--- src/rtl/cv32e40x_rr_arbiter.sv ---
// Round-robin arbiter granting one multi-cycle shared resource among NUM_REQ requesters.
// Grant is held until done_i or kill_i; the priority pointer moves past each winner.
module cv32e40x_rr_arbiter #(
  parameter int unsigned NUM_REQ = 4,
  parameter int unsigned IDX_W   = $clog2(NUM_REQ)
) (
  input  logic               clk,
  input  logic               rst_n,
  input  logic [NUM_REQ-1:0] req_i,
  input  logic               done_i,
  input  logic               kill_i,
  output logic [NUM_REQ-1:0] gnt_o,
  output logic [IDX_W-1:0]   gnt_idx_o,
  output logic               gnt_valid_o,
  output logic [IDX_W-1:0]   ptr_o
);

  typedef enum logic {IDLE, GRANTED} state_e;

  state_e             state_q;
  logic [NUM_REQ-1:0] gnt_q, gnt_d;
  logic [IDX_W-1:0]   gnt_idx_q;
  logic [IDX_W-1:0]   ptr_q, ptr_d;

  logic [NUM_REQ-1:0] mask, masked, sel_vec;
  logic [IDX_W-1:0]   winner;
  logic               no_ones;

  // Requests at or above the pointer win first; fall back to the raw vector on wrap.
  // NOTE: every always_comb output gets a default first so no latch is inferred.
  always_comb begin
    mask = '0;
    for (int i = 0; i < NUM_REQ; i++) begin
      mask[i] = (i >= int'(ptr_q));
    end
    masked  = req_i & mask;
    sel_vec = (|masked) ? masked : req_i;
  end

  // Find-first-one: lowest set index of the selected vector, plus the "no winner" flag.
  always_comb begin : ff1
    winner  = '0;
    no_ones = 1'b1;
    for (int i = NUM_REQ - 1; i >= 0; i--) begin
      if (sel_vec[i]) begin
        winner  = IDX_W'(i);
        no_ones = 1'b0;
      end
    end
  end

  always_comb begin
    gnt_d         = '0;
    gnt_d[winner] = 1'b1;
    ptr_d         = (winner == IDX_W'(NUM_REQ - 1)) ? '0 : winner + 1'b1;
  end

  // NOTE: sequential state uses non-blocking assignments so all registers update together.
  always_ff @(posedge clk) begin
    if (!rst_n) begin
      state_q   <= IDLE;
      gnt_q     <= '0;
      gnt_idx_q <= '0;
      ptr_q     <= '0;
    end else begin
      case (state_q)
        IDLE: begin
          if (!no_ones) begin
            gnt_q     <= gnt_d;
            gnt_idx_q <= winner;
            ptr_q     <= ptr_d;
            state_q   <= GRANTED;
          end
        end
        GRANTED: begin
          // Kill wins over done and leaves one bubble cycle before the next grant.
          if (kill_i) begin
            gnt_q     <= '0;
            gnt_idx_q <= '0;
            state_q   <= IDLE;
          end else if (done_i) begin
            if (!no_ones) begin
              gnt_q     <= gnt_d;
              gnt_idx_q <= winner;
              ptr_q     <= ptr_d;
            end else begin
              gnt_q     <= '0;
              gnt_idx_q <= '0;
              state_q   <= IDLE;
            end
          end
        end
        default: begin
          gnt_q     <= '0;
          gnt_idx_q <= '0;
          state_q   <= IDLE;
        end
      endcase
    end
  end

  assign gnt_o       = gnt_q;
  assign gnt_idx_o   = gnt_idx_q;
  assign gnt_valid_o = |gnt_q;
  assign ptr_o       = ptr_q;

endmodule

--- config.mk ---
export PLATFORM = sky130hd
export DESIGN_NAME = cv32e40x_rr_arbiter
export DESIGN_NICKNAME = d
export VERILOG_FILES = /design/src/rtl/cv32e40x_rr_arbiter.sv
export SDC_FILE = /design/constraint.sdc
export NUM_CORES = 1
export LEC_CHECK = 0
export CAP_MARGIN = 5
export CORE_AREA = 2 2 39 41
export CTS_BUF_LIST = sky130_fd_sc_hd__clkbuf_8
export CTS_CLUSTER_DIAMETER = 60
export CTS_CLUSTER_SIZE = 10
export DETAILED_ROUTE_END_ITERATION = 10
export DIE_AREA = 0 0 41 43
export PLACE_DENSITY = 0.67
export SYNTH_ARGS = -nofsm -noshare
export SYNTH_HDL_FRONTEND = slang
export SYNTH_SLANG_ARGS = --single-unit
--- constraint.sdc ---
create_clock -name clk -period 5.4 [get_ports clk]
set_clock_uncertainty 0.2 [all_clocks]
set_input_delay 1.35 -clock clk [delete_from_list [all_inputs] [get_ports clk]]
set_output_delay 1.35 -clock clk [all_outputs]
set_load 0.01 [all_outputs]
# ---- Word level (Yosys, flattened, before mapping)
# Cells that the tools add are included.
dict set report classes {
  add_sub_neg 1
  reduce_logical 5
  order_cmp 5
  n_eq_ne 5
  bitwise_logic 2
  mux 30
}
# op n
set op_table {}
lappend op_table {{two-way mux 2 bit} 12}
lappend op_table {{two-way mux 4 bit} 5}
lappend op_table {{two-way mux 1 bit} 8}
lappend op_table {{case mux 2 bit (2 select lines)} 2}
lappend op_table {{case mux 4 bit (2 select lines)} 1}
lappend op_table {{OR reduction 4 bit} 2}
lappend op_table {{inequality test 2 bit (second input constant)} 3}
lappend op_table {{AND 4 bit} 1}
lappend op_table {{greater-or-equal comparator 1 x 2 -> 1 bit (first input constant)} 2}
lappend op_table {{AND reduction 2 bit} 2}
lappend op_table {{less-than comparator 2 x 3 -> 1 bit (second input constant)} 1}
lappend op_table {{inequality test 3 bit (second input constant)} 1}
lappend op_table {{adder 2 x 1 -> 2 bit (second input constant)} 1}
lappend op_table {{demux 1 bit (select 2 bit)} 1}
lappend op_table {{equality test 2 bit (second input constant)} 1}
lappend op_table {{greater-or-equal comparator 2 x 1 -> 1 bit (second input constant)} 1}
lappend op_table {{greater-or-equal comparator 2 bit (first input constant)} 1}
lappend op_table {{case mux 1 bit (2 select lines)} 1}
lappend op_table {{logical AND 1 bit} 1}
lappend op_table {{inverter 1 bit} 1}
dict set report totals {
  out_inout_bits 9
  input_bits 8
  ff_bits 9
  elab_cells 52
}

# ---- Logic depth before layout (Yosys ltp)
dict set report logic_depth {
  word_depth 16
  mapped_depth 7
  ltp_nobuf 7
}

# ---- Worst setup path after synthesis
# No wires, ideal clock.
dict set report synth_path {
  kind {input-to-reg}
  startpoint {input port req_i[2]}
  endpoint {register ptr_q[1] (netlist: ptr_o[1])}
  arrival_ps 2355
  n_path_buf 0
  required_time_ps 5084
  path_slack_ps 2729
  setup_time_ps 116
  cell_stages 7
  cell_sequence {mux2i_1 -> nor2_1 -> nor3_2 -> inv_1 -> ha_1 -> mux2i_1 -> nor2b_1}
}
dict set report synth_between {
  elab_chain_cells 13
  word_cells_on_any_way 18
  classes_between {add/sub: 1; eq/ne: 1; mux: 14; bitwise: 1; reduce/logical: 1}
}
# element line_no
set synth_rtl {}
lappend synth_rtl {{from (decl)} 9} ;# input logic [NUM_REQ-1:0] req_i,
lappend synth_rtl {{AND 4 bit} 36} ;# masked = req_i & mask;
lappend synth_rtl {{OR reduction 4 bit} 37} ;# sel_vec = (|masked) ? masked : req_i;
lappend synth_rtl {{two-way mux 4 bit *} 37}
lappend synth_rtl {{two-way mux 2 bit (3 in series)} 45} ;# if (sel_vec[i]) begin
lappend synth_rtl {{two-way mux 2 bit *} 45}
lappend synth_rtl {{adder 2 x 1 -> 2 bit or equality test 2 bit (tied branches)} 55} ;# ptr_d = (winner == IDX_W'(NUM_REQ - 1)) ? '0 : winner + 1'b1;
lappend synth_rtl {{two-way mux 2 bit *} 55}
lappend synth_rtl {{named net ptr_d[1]} 23} ;# logic [IDX_W-1:0] ptr_q, ptr_d;
lappend synth_rtl {{two-way mux 2 bit *} {68, 82}}
lappend synth_rtl {{two-way mux 2 bit} 81} ;# end else if (done_i) begin
lappend synth_rtl {{two-way mux 2 bit} 77} ;# if (kill_i) begin
lappend synth_rtl {{case mux 2 bit (2 select lines) *} 66} ;# case (state_q)
lappend synth_rtl {{to (signal assigned)} 71} ;# ptr_q <= ptr_d;
lappend synth_rtl {{to (signal assigned)} 85} ;# ptr_q <= ptr_d;
lappend synth_rtl {{to (decl)} 23}
# The timed path passes the listed nets; every way through them passes the cells marked *. The select of a mux whose other input is x is not followed.
# A chain may end at the register's enable or synchronous reset.

# ---- Final worst setup path
dict set report layout_path {
  startpoint {input port req_i[0]}
  endpoint {register gnt_q[3] (netlist: gnt_o[3])}
}
dict set report layout_between {
  elab_chain_cells 15
  word_cells_on_any_way 23
  classes_between {order compare: 2; eq/ne: 1; mux: 16; bitwise: 1; reduce/logical: 3}
}
# element line_no
set layout_rtl {}
lappend layout_rtl {{AND 4 bit} 36}
lappend layout_rtl {{OR reduction 4 bit} 37}
lappend layout_rtl {{two-way mux 4 bit *} 37}
lappend layout_rtl {{two-way mux 2 bit (4 in series)} 45}
lappend layout_rtl {{less-than comparator 2 x 3 -> 1 bit (not written as such) or greater-or-equal comparator 2 x 1 -> 1 bit (tied branches)} 54} ;# gnt_d[winner] = 1'b1;
lappend layout_rtl {{logical AND 1 bit (not written as such)} 54}
lappend layout_rtl {{two-way mux 1 bit (not written as such)} 54}
lappend layout_rtl {{demux 1 bit (select 2 bit)} 54}
lappend layout_rtl {{two-way mux 4 bit} 82} ;# if (!no_ones) begin
lappend layout_rtl {{two-way mux 4 bit} 81}
lappend layout_rtl {{two-way mux 4 bit} 77}
lappend layout_rtl {{case mux 4 bit (2 select lines)} 66}
lappend layout_rtl {{to (signal assigned)} 69} ;# gnt_q <= gnt_d;
lappend layout_rtl {{to (signal assigned)} 83} ;# gnt_q <= gnt_d;
lappend layout_rtl {{to (decl)} 21} ;# logic [NUM_REQ-1:0] gnt_q, gnt_d;
# Mark *: on every way between the ends. The rest lies on a longest branch, timed or not. The select of a mux whose other input is x is not followed.

==> results.yml <==
critical_path:
  r2r_cells: 7
  start_kind: "primary input"
  cp_data_required_time_ns: 5.32
  arrival_ns: 3.06
  path_max_fanout: 5
  crit_path_end_kind: "flop"
  crit_type: "primary input to flop"
final_layout:
  nets: 87
  insertedDiodeCount: 0
  drive_gt1_share_pct: 9.46
  final_cell_mix: "clkdlybuf4s50_1 (16), dfxtp_1 (9), inv_1 (5), nor2b_1 (5)"
  nFillCells: 139
  finish.instance_area_um2: 727
  final_common_cell: "clkdlybuf4s50_1"
  final_cells: 90
  syn_to_final_growth_pct: 44.9
job:
  maxCapViolCount: 0
global_route:
  grt_first_pass_wirelength_um: 1570
  antenna_found_initial: 0
  grt_pass1_vias: 366
  grt_usage_pct: 13.3
  grt_use_met1_pct: 17.9
  grt.overflow.total: 0
  grt_start_max_net_pins: 10
  grt.met2_usage_pct: 18.4
  grt_most_used_layer: "met2"
  grtUsageMet3_pct: 3.14
timing:
  setup_violations: 0
  tightestPinTransition_ns: 0.381
  finalHoldViolCount: 0
  holdWs_ns: 0.264
  fmaxAchievable_mhz: 319
  relSlewSlack_pct: 74.6
  min_period_over_period_pct: 58.1
  finalMaxSlewViolations: 0
  setup_tns_ns: 0
  rsz0062_at_grt: "false"
  layout_min_cycle_time_ns: 3.14
floorplan:
  ios: 17
  die_h_um: 43
  rows: 14
  fp.coreArea_um2: 1380
  chipWidth_um: 41
  die_area_um2: 1760
  initial_core_util_pct: 36.3
cts:
  cts_tree: "yes"
  cts_resized: 0
  clockBufferDepth: 2
  htree_levels: 1
  ctsHoldBuffers: 0
  cts_setup_buffers: 0
  clk_pin_slew_ns: 0.05
  clock_latency_ns: 0.23
  cts_buffers: 3
  cts.sink_count: 9
  clockRootBuffer: "clkbuf_8"
synthesis:
  synthCells: 54
  yosysSeqAreaShare_pct: 35.9
  ys_types: 22
  synth_largest_area_cell: "dfxtp_1"
  ys.warnings.count: 0
  syn-num-nets: 66
  syn_avg_cell_area_um2: 9.29
  yosysTopAreaCellShare_pct: 35.9
  synthesis.area_um2: 502
  ys_seq_elements: 9
  synth.area.top_cells: "dfxtp_1 (36%), ha_1 (10%), nor2b_1 (6.2%), a22oi_1 (6.0%), nor4_4 (4.2%)"
worst_hold_path:
  hp-class: "flop to flop"
  hold_depth: 2
power_and_ir_drop:
  ir_drop_uv: 126
  p_per_area_nw_per_um2: 303
  leakagePower_nw: 0.293
placement:
  dp.cells: 86
  io_buffers: 16
  place_area_um2: 682
  dpl.hpwl_um: 741
  place_congestion: 0.692
drt:
  vias_per_cell: 4.96
  wl_per_cell_um: 11.1
  drc: 0
  drt_first_iter_violations: 5
  drt-total-wl_um: 1000
  firstDrtPassIters: 2
  vias: 446
  drtAntennaViolNets: 0
status:
  run_status: "finished, final reports clean"
==> path summary, 6_finish.rpt <==
kind	to	startpoint	slack, ns
setup / recovery	gnt_o[3]	req_i[0]	2.26
hold / removal	gnt_idx_o[1]	gnt_idx_o[1]	0.26
setup reg to reg	ptr_o[1]	ptr_o[1]	3.43
hold reg to reg	gnt_idx_o[1]	gnt_idx_o[1]	0.26
==> area by class of cell <==
cell class	instances	area, um2	area share (%)
multi-input combinational	41	307	42.2
sequential	9	180	24.8
timing repair buffer	16	160	22.0
clock buffer	3	41.3	5.68
tap	16	20.0	2.75
inverter	4	15.0	2.07
clock inverter	1	3.75	0.516
==> sequential cells by signal, indices dropped and copies added (netlist names) <==
name and count:
gnt_o 4, gnt_idx_o 2, ptr_o 2, state_q 1
==> cells by family after synthesis <==
logic type | synth area share, %
compound gates | 20.2
fa+ha+maj | 9.98
buf+inv | 2.99
flops | 35.9
mux | 6.98
simple gates | 23.9
==> metal layers <==
metal | vias up | share of wire, % | routed length (um)
met5 | - | 0 | 0
met4 | 0 | 0.70 | 7
met3 | 2 | 5.4 | 54
met2 | 16 | 45 | 446
met1 | 195 | 49 | 493
li1 | 233 | - | -
==> worst max-delay path, stage by stage <==
cell,delay (ns)
clkdlybuf4s50_1,0.58
a21oi_1,0.10
o21a_1,0.17
o22ai_1,0.32
inv_1,0.11
ha_1,0.19
a22oi_1,0.16
nor2b_1,0.06
==> where the power goes <==
| group | internal [mW] | switching [mW] | total, mW | leakage (nW) |
|---|---|---|---|---|
| sequential | 0.0739 | 0.00690 | 0.0808 | 0.0742 |
| combinational | 0.0339 | 0.0275 | 0.0615 | 0.192 |
| clock | 0.0497 | 0.0281 | 0.0778 | 0.0269 |
| total | 0.158 | 0.0626 | 0.220 | 0.293 |
==> through the flow <==
stage | total power [mW] | util [%] | worst slack [ns]
2_1_floorplan | 0.114 | - | 2.73
3_3_place_gp | 0.143 | 49.3 | 2.06
3_5_place_dp | 0.144 | 49.3 | 2.00
4_1_cts | 0.223 | 52.5 | 2.26
5_1_grt | 0.234 | 52.5 | 2.13
6_report | 0.220 | 52.5 | 2.26
==> Yosys cell counts <==
| cell | number |
|---|---|
| a21oi_1 | 4 |
| a21oi_2 | 1 |
| a22oi_1 | 4 |
| a31oi_1 | 1 |
| a32o_1 | 1 |
| dfxtp_1 | 9 |
| ha_1 | 4 |
| inv_1 | 4 |
| mux2_4 | 1 |
| mux2i_1 | 2 |
| nand2_1 | 3 |
| nand2b_1 | 3 |
| nand3_1 | 1 |
| nor2_1 | 4 |
| nor2b_1 | 5 |
| nor3_2 | 1 |
| nor4_4 | 1 |
| o21a_1 | 1 |
| o21ai_0 | 1 |
| o22ai_1 | 1 |
| o31ai_1 | 1 |
| or4_1 | 1 |
No activity file was read; power rests on OpenSTA's default activity.
